===== config.mk =====
export PLATFORM = sky130hd
export DESIGN_NAME = pc_sequencer
export DESIGN_NICKNAME = d
export VERILOG_FILES = /design/src/rtl/pc_sequencer.sv
export SDC_FILE = /design/constraint.sdc
export NUM_CORES = 1
export LEC_CHECK = 0
export ABC_CLOCK_PERIOD_IN_PS = 1900
export CORE_MARGIN = 5
export CORE_UTILIZATION = 45
export CTS_CLUSTER_DIAMETER = 200
export CTS_CLUSTER_SIZE = 28
export DETAILED_ROUTE_END_ITERATION = 12
export PLACE_DENSITY_LB_ADDON = 0.12
export SLEW_MARGIN = 25
export SYNTH_ARGS = -nofsm -noshare
export SYNTH_HDL_FRONTEND = slang
export SYNTH_SLANG_ARGS = --single-unit

===== constraint.sdc =====
create_clock -name I_clk -period 1.9 [get_ports I_clk]
set_input_delay 0.19 -clock I_clk [delete_from_list [all_inputs] [get_ports I_clk]]
set_output_delay 0.19 -clock I_clk [all_outputs]
set_load 0.005 [all_outputs]

===== src/rtl/pc_sequencer.sv =====
// Instruction-cycle sequencer: walks fetch/decode/exec/mem/writeback and issues one PC command per retired instruction.
// Optional single-step gate via CTRL_SINGLE_STEP_EN (adds I_step and S_STEP); default build leaves state 7 unused.
module pc_sequencer #(
   parameter int unsigned FETCH_TIMEOUT = 8
) (
   input  logic       I_clk,
   input  logic       I_rst,
   input  logic       I_en,
   input  logic       I_mem_ready,
   input  logic [3:0] I_instr_op,
   input  logic       I_flag_zero,
`ifdef CTRL_SINGLE_STEP_EN
   input  logic       I_step,
`endif
   output logic [1:0] O_pc_op,
   output logic       O_fetch_req,
   output logic       O_decode_en,
   output logic       O_alu_en,
   output logic       O_mem_en,
   output logic       O_reg_we,
   output logic [2:0] O_state,
   output logic       O_halted,
   output logic       O_fault
);

   // state    | meaning
   // S_RESET  | PC clear, wait for enable
   // S_FETCH  | instruction fetch, wait for I_mem_ready
   // S_DECODE | latch instruction class
   // S_EXEC   | ALU operation, branch/jump resolution
   // S_MEM    | load/store data access, wait for I_mem_ready
   // S_WB     | register write-back, PC increment
   // S_HALT   | stopped (halt op or timeout) until reset
   // S_STEP   | single-step gate before fetch
   localparam logic [2:0] S_RESET  = 3'd0;
   localparam logic [2:0] S_FETCH  = 3'd1;
   localparam logic [2:0] S_DECODE = 3'd2;
   localparam logic [2:0] S_EXEC   = 3'd3;
   localparam logic [2:0] S_MEM    = 3'd4;
   localparam logic [2:0] S_WB     = 3'd5;
   localparam logic [2:0] S_HALT   = 3'd6;
   localparam logic [2:0] S_STEP   = 3'd7;

   localparam logic [1:0] PC_HOLD  = 2'b00;
   localparam logic [1:0] PC_INC   = 2'b01;
   localparam logic [1:0] PC_LOAD  = 2'b10;
   localparam logic [1:0] PC_CLEAR = 2'b11;

   localparam logic [3:0] OP_LOAD  = 4'hA;
   localparam logic [3:0] OP_STORE = 4'hB;
   localparam logic [3:0] OP_BRZ   = 4'hC;
   localparam logic [3:0] OP_JUMP  = 4'hD;
   localparam logic [3:0] OP_SKIP  = 4'hE;
   localparam logic [3:0] OP_HALT  = 4'hF;

   // Last waiting cycle index; a miss here is the FETCH_TIMEOUT-th miss.
   localparam logic [3:0] WAIT_LAST = 4'(FETCH_TIMEOUT - 1);

`ifdef CTRL_SINGLE_STEP_EN
   localparam logic [2:0] S_NEXT_FETCH = S_STEP;
`else
   localparam logic [2:0] S_NEXT_FETCH = S_FETCH;
`endif

   logic [2:0] state_q, state_d;
   logic [3:0] wait_q, wait_d;
   logic [3:0] class_q, class_d;
   logic       fault_q, fault_d;

   always_comb begin
      state_d = state_q;
      wait_d  = wait_q;
      class_d = class_q;
      fault_d = fault_q;
      if (I_en) begin
         case (state_q)
            S_RESET: begin
               state_d = S_NEXT_FETCH;
               wait_d  = 4'd0;
            end
            S_FETCH, S_MEM: begin
               if (I_mem_ready) begin
                  wait_d = 4'd0;
                  if (state_q == S_FETCH)       state_d = S_DECODE;
                  else if (class_q == OP_LOAD)  state_d = S_WB;
                  else                          state_d = S_NEXT_FETCH;
               end else if (wait_q == WAIT_LAST) begin
                  state_d = S_HALT;
                  fault_d = 1'b1;
               end else begin
                  wait_d = wait_q + 4'd1;
               end
            end
            S_DECODE: begin
               class_d = I_instr_op;
               state_d = (I_instr_op == OP_HALT) ? S_HALT : S_EXEC;
            end
            S_EXEC: begin
               wait_d = 4'd0;
               if (class_q <= 4'h9)                              state_d = S_WB;
               else if (class_q == OP_LOAD || class_q == OP_STORE) state_d = S_MEM;
               else                                              state_d = S_NEXT_FETCH;
            end
            S_WB: begin
               state_d = S_NEXT_FETCH;
               wait_d  = 4'd0;
            end
            S_HALT: state_d = S_HALT;
`ifdef CTRL_SINGLE_STEP_EN
            S_STEP: begin
               if (I_step) begin
                  state_d = S_FETCH;
                  wait_d  = 4'd0;
               end
            end
`endif
            default: state_d = S_RESET;
         endcase
      end
   end

   // PC command: state-decoded, qualified by the branch flag and the store-completion handshake.
   always_comb begin
      O_pc_op = PC_HOLD;
      if (I_en) begin
         case (state_q)
            S_RESET: O_pc_op = PC_CLEAR;
            S_EXEC: begin
               if (class_q == OP_JUMP)      O_pc_op = PC_LOAD;
               else if (class_q == OP_BRZ)  O_pc_op = I_flag_zero ? PC_LOAD : PC_INC;
               else if (class_q == OP_SKIP) O_pc_op = PC_INC;
            end
            S_MEM:   if (class_q == OP_STORE && I_mem_ready) O_pc_op = PC_INC;
            S_WB:    O_pc_op = PC_INC;
            default: O_pc_op = PC_HOLD;
         endcase
      end
   end

   assign O_fetch_req = (state_q == S_FETCH);
   assign O_decode_en = (state_q == S_DECODE);
   assign O_alu_en    = (state_q == S_EXEC);
   assign O_mem_en    = (state_q == S_MEM);
   assign O_reg_we    = (state_q == S_WB);
   assign O_halted    = (state_q == S_HALT);
   assign O_fault     = fault_q;
   assign O_state     = state_q;

   always_ff @(posedge I_clk) begin
      if (I_rst) begin
         state_q <= S_RESET;
         wait_q  <= 4'd0;
         class_q <= 4'd0;
         fault_q <= 1'b0;
      end else begin
         state_q <= state_d;
         wait_q  <= wait_d;
         class_q <= class_d;
         fault_q <= fault_d;
      end
   end

endmodule


==> results of run 1 <==
==> kinds of logic (layout without fill, tap and decap cells) <==
logic type	count (synthesis)	in the layout	synth area share, %
simple gates	45	45	32.77
buf+inv	8	37	4.878
fa+ha+maj	1	1	1.524
xor+xnor	2	2	2.135
compound gates	24	24	23.32
mux	5	5	6.098
flops	12	12	29.27
==> cells in the final DEF (no fill, tap or decap), types with 4 or more instances in the layout <==
cell and count:
sky130_fd_sc_hd__a21oi_1 6, sky130_fd_sc_hd__buf_4 9, sky130_fd_sc_hd__clkdlybuf4s50_1 17, sky130_fd_sc_hd__dfxtp_1 11, sky130_fd_sc_hd__mux2i_1 5, sky130_fd_sc_hd__nand2_1 4, sky130_fd_sc_hd__nand3_1 4, sky130_fd_sc_hd__nor2_1 14
sky130_fd_sc_hd__o21ai_0 6
==> layer usage <==
metal / vias to the layer above / global-route usage (%)
li1: 415 / -
met2: 25 / 28.10
met4: 0 / 8.936
met1: 392 / 22.32
met3: 4 / 3.419
met5: - / 0
==> stage by stage <==
stage          setup WS [ns]  utilization, %
6_report             0.08517           66.88
5_1_grt             0.007526           66.88
4_1_cts             0.002204           65.72
3_5_place_dp        -0.03349           63.62
3_3_place_gp        -0.03824           63.62
2_1_floorplan         0.3028               -
==> worst max-delay path by stage <==
stage | start | endpoint | slack, ns | depth (start not counted)
2_1_floorplan | O_state[1]$_SDFFE_PP0P_ | O_pc_op[0] | 0.30 | 5
3_3_place_gp | I_mem_ready | O_pc_op[0] | -0.04 | 6
3_5_place_dp | I_mem_ready | O_pc_op[0] | -0.03 | 6
4_1_cts | O_state[2]$_SDFFE_PP0P_ | O_pc_op[0] | 0.002 | 5
5_1_grt | O_state[0]$_SDFFE_PP0P_ | O_mem_en | 0.008 | 4
6_report | O_state[1]$_SDFFE_PP0P_ | O_halted | 0.09 | 5
==> power by group through the flow <==
| stage | clock, W | combinational (W) | sequential, W |
|---|---|---|---|
| finish | 0.000209 | 0.000255 | 0.000269 |
| detailed placement | 0 | 0.000249 | 0.000275 |
| floorplan | 0 | 0.000133 | 0.000278 |
| global placement | 0 | 0.000247 | 0.000274 |
| CTS | 0.000211 | 0.000247 | 0.000269 |
| global route | 0.000233 | 0.000279 | 0.000271 |
==> area by class of cell <==
class	instances	area, µm²
inverter	3	11.26
tap	25	31.28
clock buffer	4	36.28
fill	152	571.8
timing repair buffer	30	275.3
sequential	12	241.5
multi-input combinational	77	559.3
==> cells in the mapped netlist (all sizes together) <==
library cell	instances
nor2	15
dfxtp	12
o21ai	7
a21oi	6
mux2i	5
nand2	4
nand3	4
buf	3
inv	3
nand2b	3
nand4b	3
nor3	3
a211oi	2
a31oi	2
and3b	2
clkbuf	2
nand3b	2
nor3b	2
or4b	2
xnor2	2
a2111oi	1
a211o	1
a21boi	1
a221oi	1
and2	1
and2b	1
and3	1
ha	1
nand4	1
nor4b	1
o211a	1
o32ai	1
o41ai	1
==> repair_timing <==
item	4_1_cts	5_1_grt
resized for setup	3	8
hold buffers	0	0
setup endpoints to repair	3	5
pin swaps	2	0
cloned	0	0
==> state kept, by name, indices dropped and copies added (netlist names) <==
| register | flops |
|---|---|
| O_fault | 1 |
| wait_q | 4 |
| O_state | 3 |
| class_q | 4 |
==> worst max-delay path, cell delays in order (launching register included) <==
cell	delay, ns
sky130_fd_sc_hd__dfxtp_2	0.36
sky130_fd_sc_hd__buf_6	0.17
sky130_fd_sc_hd__inv_1	0.07
sky130_fd_sc_hd__buf_4	0.15
sky130_fd_sc_hd__nor2_1	0.10
sky130_fd_sc_hd__clkdlybuf4s50_1	0.51
==> metrics.log, run 1 <==
[metrics] internal power consumption: approximately 0.0005 W
[metrics] CP Capture Type: primary output
[metrics] placed cells: 147
[metrics] logic gate share of total power: around a third
[metrics] post-synth top area cell: sky130_fd_sc_hd__dfxtp_1
[metrics] Die Outline Area: 0.002778 mm²
[metrics] share of final-layout standard cells stronger than drive strength 1: between 20% and 30%
[metrics] Vias: between 800 and 900
[metrics] area post-placement: about 0.0011 mm²
[metrics] number of failing setup endpoints in the final timing report: 0
[metrics] Sw Ratio: a little under a third
[metrics] max-capacitance violation count: 0
[metrics] Hold Crit Depth: 2
[metrics] total of warnings raised by yosys: 0
[metrics] Core ar.: 0.001727 mm²
[metrics] worst reg2reg setup slack: about 0.11 ns
[metrics] status: completed
[metrics] FMAX: roughly 550 MHz
[metrics] pin count of the biggest net entering global routing: 14
[metrics] Slew @ Worst Pin: 0.4841 ns
[metrics] vias per cell: 5.536
[metrics] post-synth top area share: 29.27%
[metrics] net switching power of the design: 0.0002249 W
[metrics] number of setup buffers added after CTS: 0
[metrics] non-filler cells, final: approximately 150
[metrics] last weighted congestion value of the routability-driven placer: about 0.87
[metrics] post-synthesis net count: about 110
[metrics] antenna diode instance count: 0
[metrics] Crit Path Max Fanout: 12
[metrics] count of nets left with antenna violations after detail routing: 0
[metrics] CP Data Required Time: about 1.7 ns
[metrics] headroom to the max-slew limit: between 60% and 70%
[metrics] WP data arrival: approximately 1.6 ns
[metrics] post-layout minimum cycle time: about 1.8 ns
[metrics] placement row count: 15
[metrics] post-synthesis instance area: approximately 820 µm²
[metrics] Overflow after GRT: 0
[metrics] sequential group share of total power: 36.7%
[metrics] startpoint type of the worst setup path: register
[metrics] total wire length: around 2100 µm
[metrics] hold path startpoint: O_fault$_SDFFE_PP0P_
[metrics] count of H-tree levels built during CTS: 1
[metrics] clock tree from TritonCTS: done
[metrics] number of antenna violations at the first check in global routing: 0
[metrics] met3 WL: roughly 93 µm
[metrics] leakage power: between 0.4 and 0.5 nW
[metrics] sequential fraction of the synthesis area: around 30%
[metrics] number of synthesized register bits: 12
[metrics] width of the die: roughly 53 µm
[metrics] Reg2Reg Launch Point: O_state[2]$_SDFFE_PP0P_
[metrics] worst r2r path cells: 5
[metrics] setup TNS after final layout: 0 ns
[metrics] vias in the first global route: 833
[metrics] die extent in y: between 50 and 60 µm
[metrics] power per standard cell area: 635.5 mW/mm²
[metrics] number of buffers created by CTS: 3
[metrics] total of buffers placed on input and output ports: 20
[metrics] CTS root buf: sky130_fd_sc_hd__clkbuf_4
[metrics] largest buffer count on any clock path: 2
[metrics] violation count after the first detailed-routing iteration: 10
[metrics] met2 WL post-DR: a little over 1000 µm
[metrics] Max Slew Vio Count: 0
[metrics] top sig layer: met4
[metrics] worst setup path class: reg2out
[metrics] total power: approximately 0.00073 W
[metrics] Cells after Synth: between 90 and 100
[metrics] clock insertion delay at the later pin of the skew report: 0.27 ns
[metrics] final hold slack: 0.4795 ns
[metrics] clock share of power: ~28%
[metrics] setup repair after global routing missed its margin: false
[metrics] final-report hold violation count: 0
[metrics] DPL Wire Length: between 1500 and 2000 µm
[metrics] crit share post-route: 95.52%
[metrics] Final nets: 137
[metrics] Worst R2R End: O_state[0]$_SDFFE_PP0P_
[metrics] total global-route track usage: between 10% and 20%
[metrics] global-route wire length before repair: around 3700 µm
[metrics] Layout area overhead: 40.70%
[metrics] total clock sinks: 12
[metrics] met1 WL: around 930 µm
[metrics] VDD IR-drop max: around 0.00039 V
[metrics] Worst Hold Class: reg2reg
[metrics] distinct cell type count after synthesis: 39
[metrics] top post-synthesis cells by area: sky130_fd_sc_hd__dfxtp_1, sky130_fd_sc_hd__nor2_1, sky130_fd_sc_hd__mux2i_1
[metrics] initial cell density of the core: around 48%
[metrics] final cell area excluding filler cells: approximately 0.0012 mm²
[metrics] final routed wire length divided by cell count: about 14 µm
[metrics] Residual DRC: 0
[metrics] number of primary I/O pins: 21
[metrics] mean instance size in the synthesized netlist: between 8 and 9 µm²
[metrics] number of iterations in the first detailed-routing pass: 4
[metrics] Layout Skew: 0.006074 ns
[metrics] clock edge transition at the registers on the reported setup and hold paths: about 0.09 ns
[metrics] Worst Hold Path EP: O_fault$_SDFFE_PP0P_
(Power assumes the default switching activity.)
==> run 2, diff against run 1 <==
- ABC_CLOCK_PERIOD_IN_PS: 1900 -> 1740
- clock period: 1.9 -> 1.74 ns (I/O delays scaled with it)
==> run 2 against run 1 <==
Core utilization up 12 points. Count of clock-buffer cells in the layout unchanged. Highest routed layer unchanged. Via count up 14%. Combinational power up 44%. Clock power up 12%. Largest cell class unchanged. Clock skew down 0.0021 ns. Power up 23%. The flow now finishes with violations (negative setup slack).
==> metrics.log, run 2 (synthesized netlist as in run 1, its figures left out) <==
[metrics] die extent in y: approximately 53 µm
[metrics] Max Slew Vio Count: 0
[metrics] final-report hold violation count: 0
[metrics] Vias: 951
[metrics] DPL Wire Length: 1646 µm
[metrics] Layout Skew: approximately 0.004 ns
[metrics] crit path from: O_state[2]$_SDFFE_PP0P_
[metrics] post-layout minimum cycle time: ~1.8 ns
[metrics] Worst R2R End: wait_q[0]$_SDFFE_PP0P_
[metrics] pin count of the biggest net entering global routing: 14
[metrics] number of antenna violations at the first check in global routing: 0
[metrics] max incr delay on CP: between 0.3 and 0.4 ns
[metrics] status: finished with violations
[metrics] power per standard cell area: roughly 660 mW/mm²
[metrics] Layout area overhead: 66.16%
[metrics] count of H-tree levels built during CTS: 1
[metrics] Crit Path Max Fanout: 2
[metrics] worst r2r path cells: 7
[metrics] setup repair after global routing missed its margin: true
[metrics] largest buffer count on any clock path: 2
[metrics] total of buffers placed on input and output ports: 20
[metrics] clock edge transition at the registers on the reported setup and hold paths: 0.08 ns
[metrics] initial cell density of the core: around 48%
[metrics] FMAX: roughly 570 MHz
[metrics] clock insertion delay at the later pin of the skew report: around 0.29 ns
[metrics] final routed wire length divided by cell count: between 10 and 15 µm
[metrics] number of iterations in the first detailed-routing pass: 4
[metrics] global-route wire length before repair: between 3000 and 4000 µm
[metrics] worst reg2reg setup slack: 0.01 ns
[metrics] total power: ~0.0009 W
[metrics] CTS root buf: sky130_fd_sc_hd__clkbuf_4
[metrics] number of buffers created by CTS: 3
[metrics] share of final-layout standard cells stronger than drive strength 1: roughly two fifths
[metrics] width of the die: ~53 µm
[metrics] max-capacitance violation count: 0
[metrics] WP data arrival: ~1.6 ns
[metrics] PnR worst setup slack: -0.01734 ns
[metrics] placement row count: 15
[metrics] final cell area excluding filler cells: about 0.0014 mm²
[metrics] CP Data Required Time: 1.57 ns
[metrics] leakage power: 0.5661 nW
[metrics] Critical Path End: O_pc_op[0]
[metrics] number of failing setup endpoints in the final timing report: 1
[metrics] violation count after the first detailed-routing iteration: 35
[metrics] slowest CP cell: sky130_fd_sc_hd__dfxtp_2
[metrics] Residual DRC: 0
[metrics] area post-placement: roughly 0.0012 mm²
[metrics] failing checks: negative setup slack
[metrics] clock tree from TritonCTS: done
[metrics] headroom to the max-slew limit: between 60% and 70%
[metrics] Die Outline Area: approximately 0.0028 mm²
[metrics] Slew @ Worst Pin: 0.5265 ns
[metrics] # hold bufs at CTS: 0
[metrics] pre-CTS setup slack: -0.1657 ns
[metrics] vias per cell: about 5.5
[metrics] Reg2Reg Launch Point: O_state[2]$_SDFFE_PP0P_
[metrics] Worst Hold Class: reg2reg
[metrics] commonest cells after routing, fill and taps aside: sky130_fd_sc_hd__buf_4, sky130_fd_sc_hd__nor2_1, sky130_fd_sc_hd__clkdlybuf4s50_1
[metrics] crit share post-route: 101.0%
[metrics] antenna diode instance count: 0
[metrics] count of nets left with antenna violations after detail routing: 0
[metrics] last weighted congestion value of the routability-driven placer: around 0.89
[metrics] Final nets: roughly 160
[metrics] total global-route track usage: a little under a fifth
[metrics] total wire length: roughly 2600 µm
[metrics] total clock sinks: 12
[metrics] Core ar.: 0.001727 mm²
[metrics] most frequent standard cell in the layout excluding fill and tap cells: sky130_fd_sc_hd__buf_4
[metrics] worst setup path class: reg2out
[metrics] cells along the critical path: and2b_1 > nand3_2 > a211o_1 > a221oi_2 > buf_2
[metrics] CP Capture Type: primary output
[metrics] Hold Crit Depth: 2
[metrics] vias in the first global route: roughly 900
[metrics] startpoint type of the worst setup path: register
[metrics] VDD IR-drop max: roughly 0.00051 V
[metrics] Overflow after GRT: 0
[metrics] number of primary I/O pins: 21
-- run 2: cell count changes in the layout (fill, tap and decap cells not counted), moves of 2 or more --
cell	previous run	this run
sky130_fd_sc_hd__dlygate4sd2_1	1	5
sky130_fd_sc_hd__buf_2	0	2
sky130_fd_sc_hd__buf_4	9	28
sky130_fd_sc_hd__dfxtp_1	11	8
sky130_fd_sc_hd__clkdlybuf4s50_1	17	12
sky130_fd_sc_hd__dfxtp_2	1	4
sky130_fd_sc_hd__buf_6	1	3
-- run 2: worst min path at each step --
stage / from / slack (ns) / endpoint
6_report: O_fault$_SDFFE_PP0P_ / 0.48 / O_fault$_SDFFE_PP0P_
5_1_grt: wait_q[1]$_SDFFE_PP0P_ / 0.52 / wait_q[1]$_SDFFE_PP0P_
4_1_cts: O_fault$_SDFFE_PP0P_ / 0.49 / O_fault$_SDFFE_PP0P_
3_5_place_dp: O_fault$_SDFFE_PP0P_ / 0.47 / O_fault$_SDFFE_PP0P_
3_3_place_gp: O_fault$_SDFFE_PP0P_ / 0.46 / O_fault$_SDFFE_PP0P_
2_1_floorplan: I_rst / 0.24 / O_state[1]$_SDFFE_PP0P_
-- run 2: cell type report --
class | count | area, µm²
inverters | 3 | 11.26
flip-flops and latches | 12 | 245.2
repair buffers | 52 | 435.4
multi-input cells | 77 | 604.3
clock buffers | 4 | 36.28
fillers | 121 | 362.8
well taps | 25 | 31.28
-- run 2: layer usage --
| layer | track usage [%] | wire [µm] | up-vias |
|---|---|---|---|
| li1 | - | - | 465 |
| met1 | 23.68 | 1112 | 443 |
| met3 | 2.279 | 151 | 3 |
| met5 | 0 | 0 | - |
| met2 | 29.34 | 1260 | 40 |
| met4 | 10.64 | 31 | 0 |
-- run 2: power breakdown --
| group | switching, W | leakage [nW] | internal [W] |
|---|---|---|---|
| clock | 0.000108 | 0.0210 | 0.000128 |
| sequential | 0.00000932 | 0.0989 | 0.000287 |
| combinational | 0.000165 | 0.446 | 0.000203 |
-- run 2: worst max-delay path, delay by kind of cell (launching register included) --
family,cells,cell delay (ns)
buf+inv,1,0.16
simple gates,2,0.32
compound gates,2,0.49
flops,1,0.33
-- run 2: stage by stage --
step | instances | TNS (ns) | utilization (%) | hold slack, ns
after global routing | 173 | -0.1239 | 78.99 | 0.5242
after floorplan | 97 | 0 | - | 0.2429
after global placement | 156 | -0.2710 | 67.54 | 0.4585
after detailed placement | 156 | -0.3330 | 67.54 | 0.4667
after CTS | 163 | -0.009372 | 72.46 | 0.4908
final | 173 | -0.01734 | 78.99 | 0.4814
-- run 2: repair_timing --
item                                    4_1_cts  5_1_grt
pin swaps                                     4        8
setup buffers                                 3       10
resized for setup                            20       13
gates cloned                                  0        1
endpoints found under the setup margin        9        9
